<file path="src/rtl/game_pkg.sv">
// Shared types and constants for the combo game controller and its symbol-to-combo lookup.
// The default combo table lives here so the lookup and any bench model agree on one source.
package game_pkg;

    typedef enum logic [2:0] {
        IDLE,
        LOAD,
        FETCH,
        MATCH,
        SCORE,
        RD,
        CMP,
        DONE
    } state_t;

    localparam logic [6:0] BLANK_SYM = 7'h7F;
    localparam logic [6:0] SYM_ONE   = 7'h3F;
    localparam logic [6:0] SYM_TWO   = 7'h3E;
    localparam logic [6:0] SYM_THREE = 7'h36;
    localparam logic [6:0] SYM_SEVEN = 7'h07;

    localparam int LUT_KEY_W   = 2;
    localparam int LUT_SEQ_MAX = 4;
    localparam int LUT_LEN_W   = $clog2(LUT_SEQ_MAX + 1);
    localparam int LUT_SEQ_W   = LUT_SEQ_MAX * LUT_KEY_W;

    typedef struct packed {
        logic                 hit;
        logic [LUT_LEN_W-1:0] len;
        logic [LUT_SEQ_W-1:0] seq;
    } combo_t;

    // Step k sits at seq[k*2 +: 2]; unused upper steps are zero.
    localparam combo_t CMB_ONE   = '{hit: 1'b1, len: 3'd2, seq: 8'h00};  // 0,0
    localparam combo_t CMB_TWO   = '{hit: 1'b1, len: 3'd2, seq: 8'h05};  // 1,1
    localparam combo_t CMB_THREE = '{hit: 1'b1, len: 3'd3, seq: 8'h04};  // 0,1,0
    localparam combo_t CMB_SEVEN = '{hit: 1'b1, len: 3'd3, seq: 8'h11};  // 1,0,1
    localparam combo_t CMB_NONE  = '{hit: 1'b0, len: 3'd0, seq: 8'h00};

    function automatic combo_t combo_lookup(input logic [6:0] sym);
        combo_t entry;
        case (sym)
            SYM_ONE:   entry = CMB_ONE;
            SYM_TWO:   entry = CMB_TWO;
            SYM_THREE: entry = CMB_THREE;
            SYM_SEVEN: entry = CMB_SEVEN;
            default:   entry = CMB_NONE;
        endcase
        return entry;
    endfunction

endpackage

</file>
<file path="src/rtl/combo_game_ctrl.sv">
// Timed combo game controller: fetches a symbol, matches the player's button combo against it,
// scores completed combos and updates the player's high score when the round timer runs out.
module combo_game_ctrl
    import game_pkg::*;
#(
    parameter int N_BTN    = 3,
    parameter int KEY_W    = 2,
    parameter int SEQ_MAX  = 4,
    parameter int SYM_W    = 7,
    parameter int PID_W    = 2,
    parameter int SCORE_W  = 4,
    parameter int ROUND_T1 = 3,
    parameter int ROUND_T0 = 0,
    parameter int STRICT   = 1
) (
    input  logic                            clk,
    input  logic                            rst,
    input  logic                            start,
    input  logic [N_BTN-1:0]                btn,
    input  logic [PID_W-1:0]                player_id,
    input  logic [SYM_W-1:0]                symbol,
    output logic                            sym_change,
    output logic [SYM_W-1:0]                disp_symbol,
    output logic [SYM_W-1:0]                lut_sym,
    input  logic                            lut_hit,
    input  logic [$clog2(SEQ_MAX+1)-1:0]    lut_len,
    input  logic [SEQ_MAX*KEY_W-1:0]        lut_seq,
    output logic                            tick_en,
    output logic                            time_load,
    output logic [3:0]                      time_t1,
    output logic [3:0]                      time_t0,
    input  logic [3:0]                      rem_t1,
    input  logic [3:0]                      rem_t0,
    output logic [PID_W-1:0]                ram_addr,
    output logic [SCORE_W-1:0]              ram_wdata,
    output logic                            ram_wren,
    input  logic [SCORE_W-1:0]              ram_q,
    output logic [SCORE_W-1:0]              score,
    output logic [SCORE_W-1:0]              misses,
    output logic [SCORE_W-1:0]              best_score,
    output logic                            game_over
);

    localparam int                 LEN_W     = $clog2(SEQ_MAX + 1);
    localparam logic [KEY_W-1:0]   CONFIRM   = KEY_W'(N_BTN - 1);
    localparam logic [SCORE_W-1:0] SCORE_MAX = '1;

    state_t                   state_reg;
    logic [LEN_W-1:0]         step_reg;
    logic [LEN_W-1:0]         len_reg;
    logic [SEQ_MAX*KEY_W-1:0] seq_reg;
    logic                     armed_reg;
    logic [N_BTN-1:0]         prev_btn_reg;
    logic [SYM_W-1:0]         prev_sym_reg;
    logic                     press_vld_reg;
    logic [KEY_W-1:0]         press_key_reg;

    logic [N_BTN-1:0]         rise;
    logic                     rise_onehot;
    logic [KEY_W-1:0]         rise_key;
    logic [KEY_W-1:0]         seq_key [SEQ_MAX];
    logic [KEY_W-1:0]         exp_key;
    logic                     rem_nonzero;
    logic                     timeout;
    logic                     in_round;
    logic                     step_hit;
    logic                     confirm_hit;

    for (genvar gi = 0; gi < SEQ_MAX; gi++) begin : g_seq_key
        assign seq_key[gi] = seq_reg[gi*KEY_W +: KEY_W];
    end

    // A press is a single fresh rising edge; chords and held buttons produce nothing.
    assign rise        = btn & ~prev_btn_reg;
    assign rise_onehot = (rise != '0) && ((rise & (rise - 1'b1)) == '0);

    always_comb begin
        rise_key = '0;
        for (int i = 0; i < N_BTN; i++) begin
            if (rise[i]) rise_key = KEY_W'(i);
        end
    end

    always_comb begin
        exp_key = '0;
        for (int k = 0; k < SEQ_MAX; k++) begin
            if (step_reg == LEN_W'(k)) exp_key = seq_key[k];
        end
    end

    assign rem_nonzero = ({rem_t1, rem_t0} != 8'd0);
    assign timeout     = armed_reg && !rem_nonzero;
    assign in_round    = (state_reg == LOAD) || (state_reg == FETCH) ||
                         (state_reg == MATCH) || (state_reg == SCORE);
    assign step_hit    = (step_reg < len_reg) && (press_key_reg == exp_key) &&
                         (press_key_reg != CONFIRM);
    assign confirm_hit = (step_reg >= len_reg) && (press_key_reg == CONFIRM);

    // The write decision needs ram_q, which only becomes valid in CMP, so it is decoded here.
    assign ram_wren  = (state_reg == CMP) && (score > ram_q) && !rst;
    assign ram_wdata = (state_reg == CMP) ? score : '0;

    always_ff @(posedge clk) begin
        if (rst) begin
            state_reg     <= IDLE;
            step_reg      <= '0;
            len_reg       <= '0;
            seq_reg       <= '0;
            armed_reg     <= 1'b0;
            prev_btn_reg  <= '0;
            prev_sym_reg  <= '1;
            press_vld_reg <= 1'b0;
            press_key_reg <= '0;
            sym_change    <= 1'b0;
            disp_symbol   <= '1;
            lut_sym       <= '0;
            tick_en       <= 1'b0;
            time_load     <= 1'b0;
            time_t1       <= '0;
            time_t0       <= '0;
            ram_addr      <= '0;
            score         <= '0;
            misses        <= '0;
            best_score    <= '0;
            game_over     <= 1'b0;
        end else begin
            prev_btn_reg  <= btn;
            press_vld_reg <= rise_onehot;
            press_key_reg <= rise_key;
            time_load     <= 1'b0;
            sym_change    <= 1'b0;
            if (tick_en && rem_nonzero) armed_reg <= 1'b1;

            if (timeout && in_round) begin
                state_reg <= RD;
                tick_en   <= 1'b0;
                ram_addr  <= player_id;
            end else begin
                case (state_reg)
                    IDLE, DONE: begin
                        if (start) begin
                            state_reg <= LOAD;
                            time_load <= 1'b1;
                            time_t1   <= 4'(ROUND_T1);
                            time_t0   <= 4'(ROUND_T0);
                            tick_en   <= 1'b1;
                            score     <= '0;
                            misses    <= '0;
                            armed_reg <= 1'b0;
                            game_over <= 1'b0;
                        end
                    end
                    LOAD: state_reg <= FETCH;
                    FETCH: begin
                        lut_sym     <= symbol;
                        disp_symbol <= symbol;
                        // Alternate the request so the symbol source sees distinct pulses.
                        if (symbol == prev_sym_reg || (lut_sym == symbol && !lut_hit)) begin
                            sym_change <= ~sym_change;
                        end else if (lut_sym == symbol) begin
                            len_reg      <= lut_len;
                            seq_reg      <= lut_seq;
                            prev_sym_reg <= symbol;
                            step_reg     <= '0;
                            state_reg    <= MATCH;
                        end
                    end
                    MATCH: begin
                        if (press_vld_reg) begin
                            if (step_hit) begin
                                step_reg <= step_reg + 1'b1;
                            end else if (confirm_hit) begin
                                state_reg  <= SCORE;
                                sym_change <= 1'b1;
                                if (score != SCORE_MAX) score <= score + 1'b1;
                            end else if (STRICT != 0) begin
                                step_reg <= '0;
                                if (misses != SCORE_MAX) misses <= misses + 1'b1;
                            end
                        end
                    end
                    SCORE: state_reg <= FETCH;
                    RD:    state_reg <= CMP;
                    CMP: begin
                        best_score <= (score > ram_q) ? score : ram_q;
                        game_over  <= 1'b1;
                        state_reg  <= DONE;
                    end
                    default: state_reg <= IDLE;
                endcase
            end
        end
    end

endmodule

</file>
<file path="config.mk">
export PLATFORM = sky130hd
export DESIGN_NAME = combo_game_ctrl
export DESIGN_NICKNAME = d
export VERILOG_FILES = /design/src/rtl/game_pkg.sv /design/src/rtl/combo_game_ctrl.sv
export SDC_FILE = /design/constraint.sdc
export NUM_CORES = 1
export LEC_CHECK = 0
export ABC_CLOCK_PERIOD_IN_PS = 2009
export CAP_MARGIN = 20
export CORE_UTILIZATION = 44
export CTS_CLUSTER_DIAMETER = 80
export CTS_CLUSTER_SIZE = 20
export DETAILED_ROUTE_END_ITERATION = 16
export PLACE_DENSITY = 0.78
export SLEW_MARGIN = 20
export SYNTH_ARGS = -nofsm -noshare
export SYNTH_HDL_FRONTEND = slang
export SYNTH_SLANG_ARGS = --single-unit
</file>
<file path="constraint.sdc">
create_clock -name clk -period 2.01 [get_ports clk]
set_input_delay 0.201 -clock clk [delete_from_list [all_inputs] [get_ports clk]]
set_output_delay 0.201 -clock clk [all_outputs]
set_load 0.03 [all_outputs]
</file>
==> qor.yml <==
outcome:
  run_status: "finished, violations left"
  violations: "negative setup slack"
cts:
  cts-root-buf: "clkbuf_8"
  clkLatencyLatePin_ns: 0.34
  cts_hold_buf: 0
  clkSinkCount: 64
  cts_buffers: 9
  clk_pin_slew_ns: 0.07
  cts_tree: "done"
  h-tree-depth: 3
  max-clock-path-buffers: 2
logic_synthesis:
  synth_ff_type: "dfxtp_1"
  synth_cells: 377
  yosys-top-cells-area: "dfxtp_1 39%, mux2i_1 7.9%, nand2_1 5.3%"
  yosys.cell_count.top_type: "dfxtp_1"
  synth.distinct_cells: 53
  synth_common_cells: "64 x dfxtp_1, 47 x nand2_1, 34 x nor2_1, 26 x mux2i_1, 23 x a21oi_1"
  yosys_register_bits: 64
  synth_top_area_cell: "dfxtp_1"
  avgSynthCellArea_sq_um: 8.782
  synth_top_area_share: 0.3870
  ys_seq_area_frac: 0.3870
  netlist_area_sq_um: 3311
  async_flop_share: 0
  ys.warnings.count: 0
  synth-edff-count: 0
timing:
  hold_viol: 0
  fin_skew_ns: 0.009413
  grt_setup_unrepaired: "true"
  fmax_mhz: 479.3
  fin_crit_ns: 2.086
  slew_viol_final: 0
  fin_ws_ns: -0.07627
  final.setup.tns_ns: -0.2982
  setup_viol: 8
  timing.final.crit_share: 1.038
  holdWs_ns: 0.3851
grt:
  antenna_found_initial: 0
  grt_start_max_net_pins: 25
  grt_first_pass_wirelength_mm: 13.16
  grtUsageTotal: 0.2206
  grt_pass1_vias: 2939
  overflow: 0
finish:
  fin_cells: 594
  fillCellCount: 579
  num-nets-final: 543
  largest_reg_flops: 8
  syn_to_final_growth_pct: 44.60
  antenna_cells: 0
  drive_gt1_frac: 0.1859
  utilization: 0.6600
die:
  num_io_pins: 84
  core.rowCount: 31
  chipHeight_microns: 88.74
  die-area_sq_um: 7875
  die_w_microns: 88.74
  core_area_sq_um: 7253
  start_util: 0.4564
worst_setup_path:
  crit_fanout: 4
  worstPathArrival_ns: 2.36
  path_class: "flip-flop to flip-flop"
  cp-start-kind: "flip-flop"
  cp-end-kind: "flip-flop"
  cpPeakStageDelay_ns: 0.37
  crit_slowest_cell: "dfxtp_4"
  timing.critical_path.mode_cell: "ha_4"
  worstPathRequired_ns: 2.28
  path_cells: "ha_4, ha_4, or2_2, a211oi_4, o21ai_1, o2bb2ai_4, a21o_1, o221a_1"
placement:
  io_buffers: 77
  placedCellCount: 575
  globalplace.congestion: 0.7960
  dpl.hpwl_mm: 5.978
route:
  antenna_left: 0
  routedWlPerCell_microns: 14.17
  drtIter0Drc: 134
  vias_per_cell: 5.106
  via_count: 3033
  first_pass_iters: 4
  totalWireLength_mm: 8.415
  drc: 0
power_and_ir_drop:
  powerDensity_nw_per_um2: 609.8
  ir_worst_vdd_mv: 0.4343
  leakagePower_nw: 1.856
worst_hold_path:
  min-delay-path-class: "primary input to flip-flop"
job:
  drv_cap: 0
power breakdown:
part | total (mW) | internal [mW] | switching [mW]
Sequential | 1.34 | 1.31 | 0.0304
Clock | 1.06 | 0.571 | 0.490
Combinational | 0.522 | 0.249 | 0.273
Total | 2.92 | 2.13 | 0.793
cell families after synthesis:
kind of cell               share of synthesized area
AOI/OAI and AO/OA                             0.1327
xor gates and xnor gates                     0.04762
adders and majority gates                    0.05291
buffers and inverters                        0.06576
DFF                                           0.3870
muxes                                        0.07861
other                                       0.001133
and+or+nand+nor                               0.2343
worst paths after layout:
path	startpoint	to	slack, ns	cells after the start
worst max-delay path	step_reg[1]$_SDFFE_PP0P_	misses[3]$_SDFFE_PP0P_	-0.08	8
worst min register to register	prev_btn_reg[2]$_SDFF_PP0_	press_key_reg[1]$_SDFF_PP0_	0.40	1
worst min-delay path	ram_q[1]	best_score[1]$_SDFFE_PP0P_	0.39	3
worst max register to register	step_reg[1]$_SDFFE_PP0P_	misses[3]$_SDFFE_PP0P_	-0.08	8
cell usage in the layout (no fill, tap or decap), types with 3 or more instances in the layout:
cell type and count:
nand2b_1 5, xor2_1 7, a21o_1 4, ha_1 8
nand3_1 11, a31oi_1 4, conb_1 6, clkdlybuf4s50_1 71
nand3b_1 4, nand2_1 47, a211oi_1 7, inv_1 13
xnor2_1 11, ha_4 4, nor2_1 34, clkbuf_8 9
nand4_1 7, buf_4 44, mux2i_1 26, o21ai_1 3
o21ai_0 4, buf_12 3, nor3b_1 3, and2_1 7
dfxtp_1 61, nor2b_1 13, a21oi_1 21, clkinvlp_4 3
nor4_4 3
timing repair:
item	CTS	global route
buffers inserted	2	1
pin swaps	8	6
endpoints found under the setup margin	9	12
resized for setup	23	12
metal layers:
layer | routed length (microns) | GRT usage
met2 | 4173 | 0.3874
met5 | 0 | 0
met4 | 102 | 0.07185
met1 | 3755 | 0.2649
met3 | 383 | 0.05224
worst max-delay path: cells and delay by family, from the launching register on:
family	cells	cell delay [ns]
compound gates	5	1.03
fa+ha+maj	2	0.33
flops	1	0.37
simple gates	1	0.31
per-stage QoR:
step / power, mW / setup slack [ns] / instance area [sq um]
2_1_floorplan: 1.642 / -0.02483 / 3346
3_3_place_gp: 1.848 / -0.1398 / 4418
3_5_place_dp: 1.860 / -0.1954 / 4418
4_1_cts: 2.925 / -0.03442 / 4726
5_1_grt: 3.044 / -0.1489 / 4787
6_report: 2.919 / -0.07627 / 4787
area by class of cell:
cell class	instances	area (sq um)	share of cell area
flip-flops and latches	64	1290	0.2695
clock inverters	5	57.56	0.01202
multi-input cells	279	1984	0.4145
repair buffers	122	1145	0.2392
clock buffers	11	131.4	0.02744
well taps	99	123.9	0.02588
inverters	14	55.05	0.01150
(Power assumes the default switching activity.)
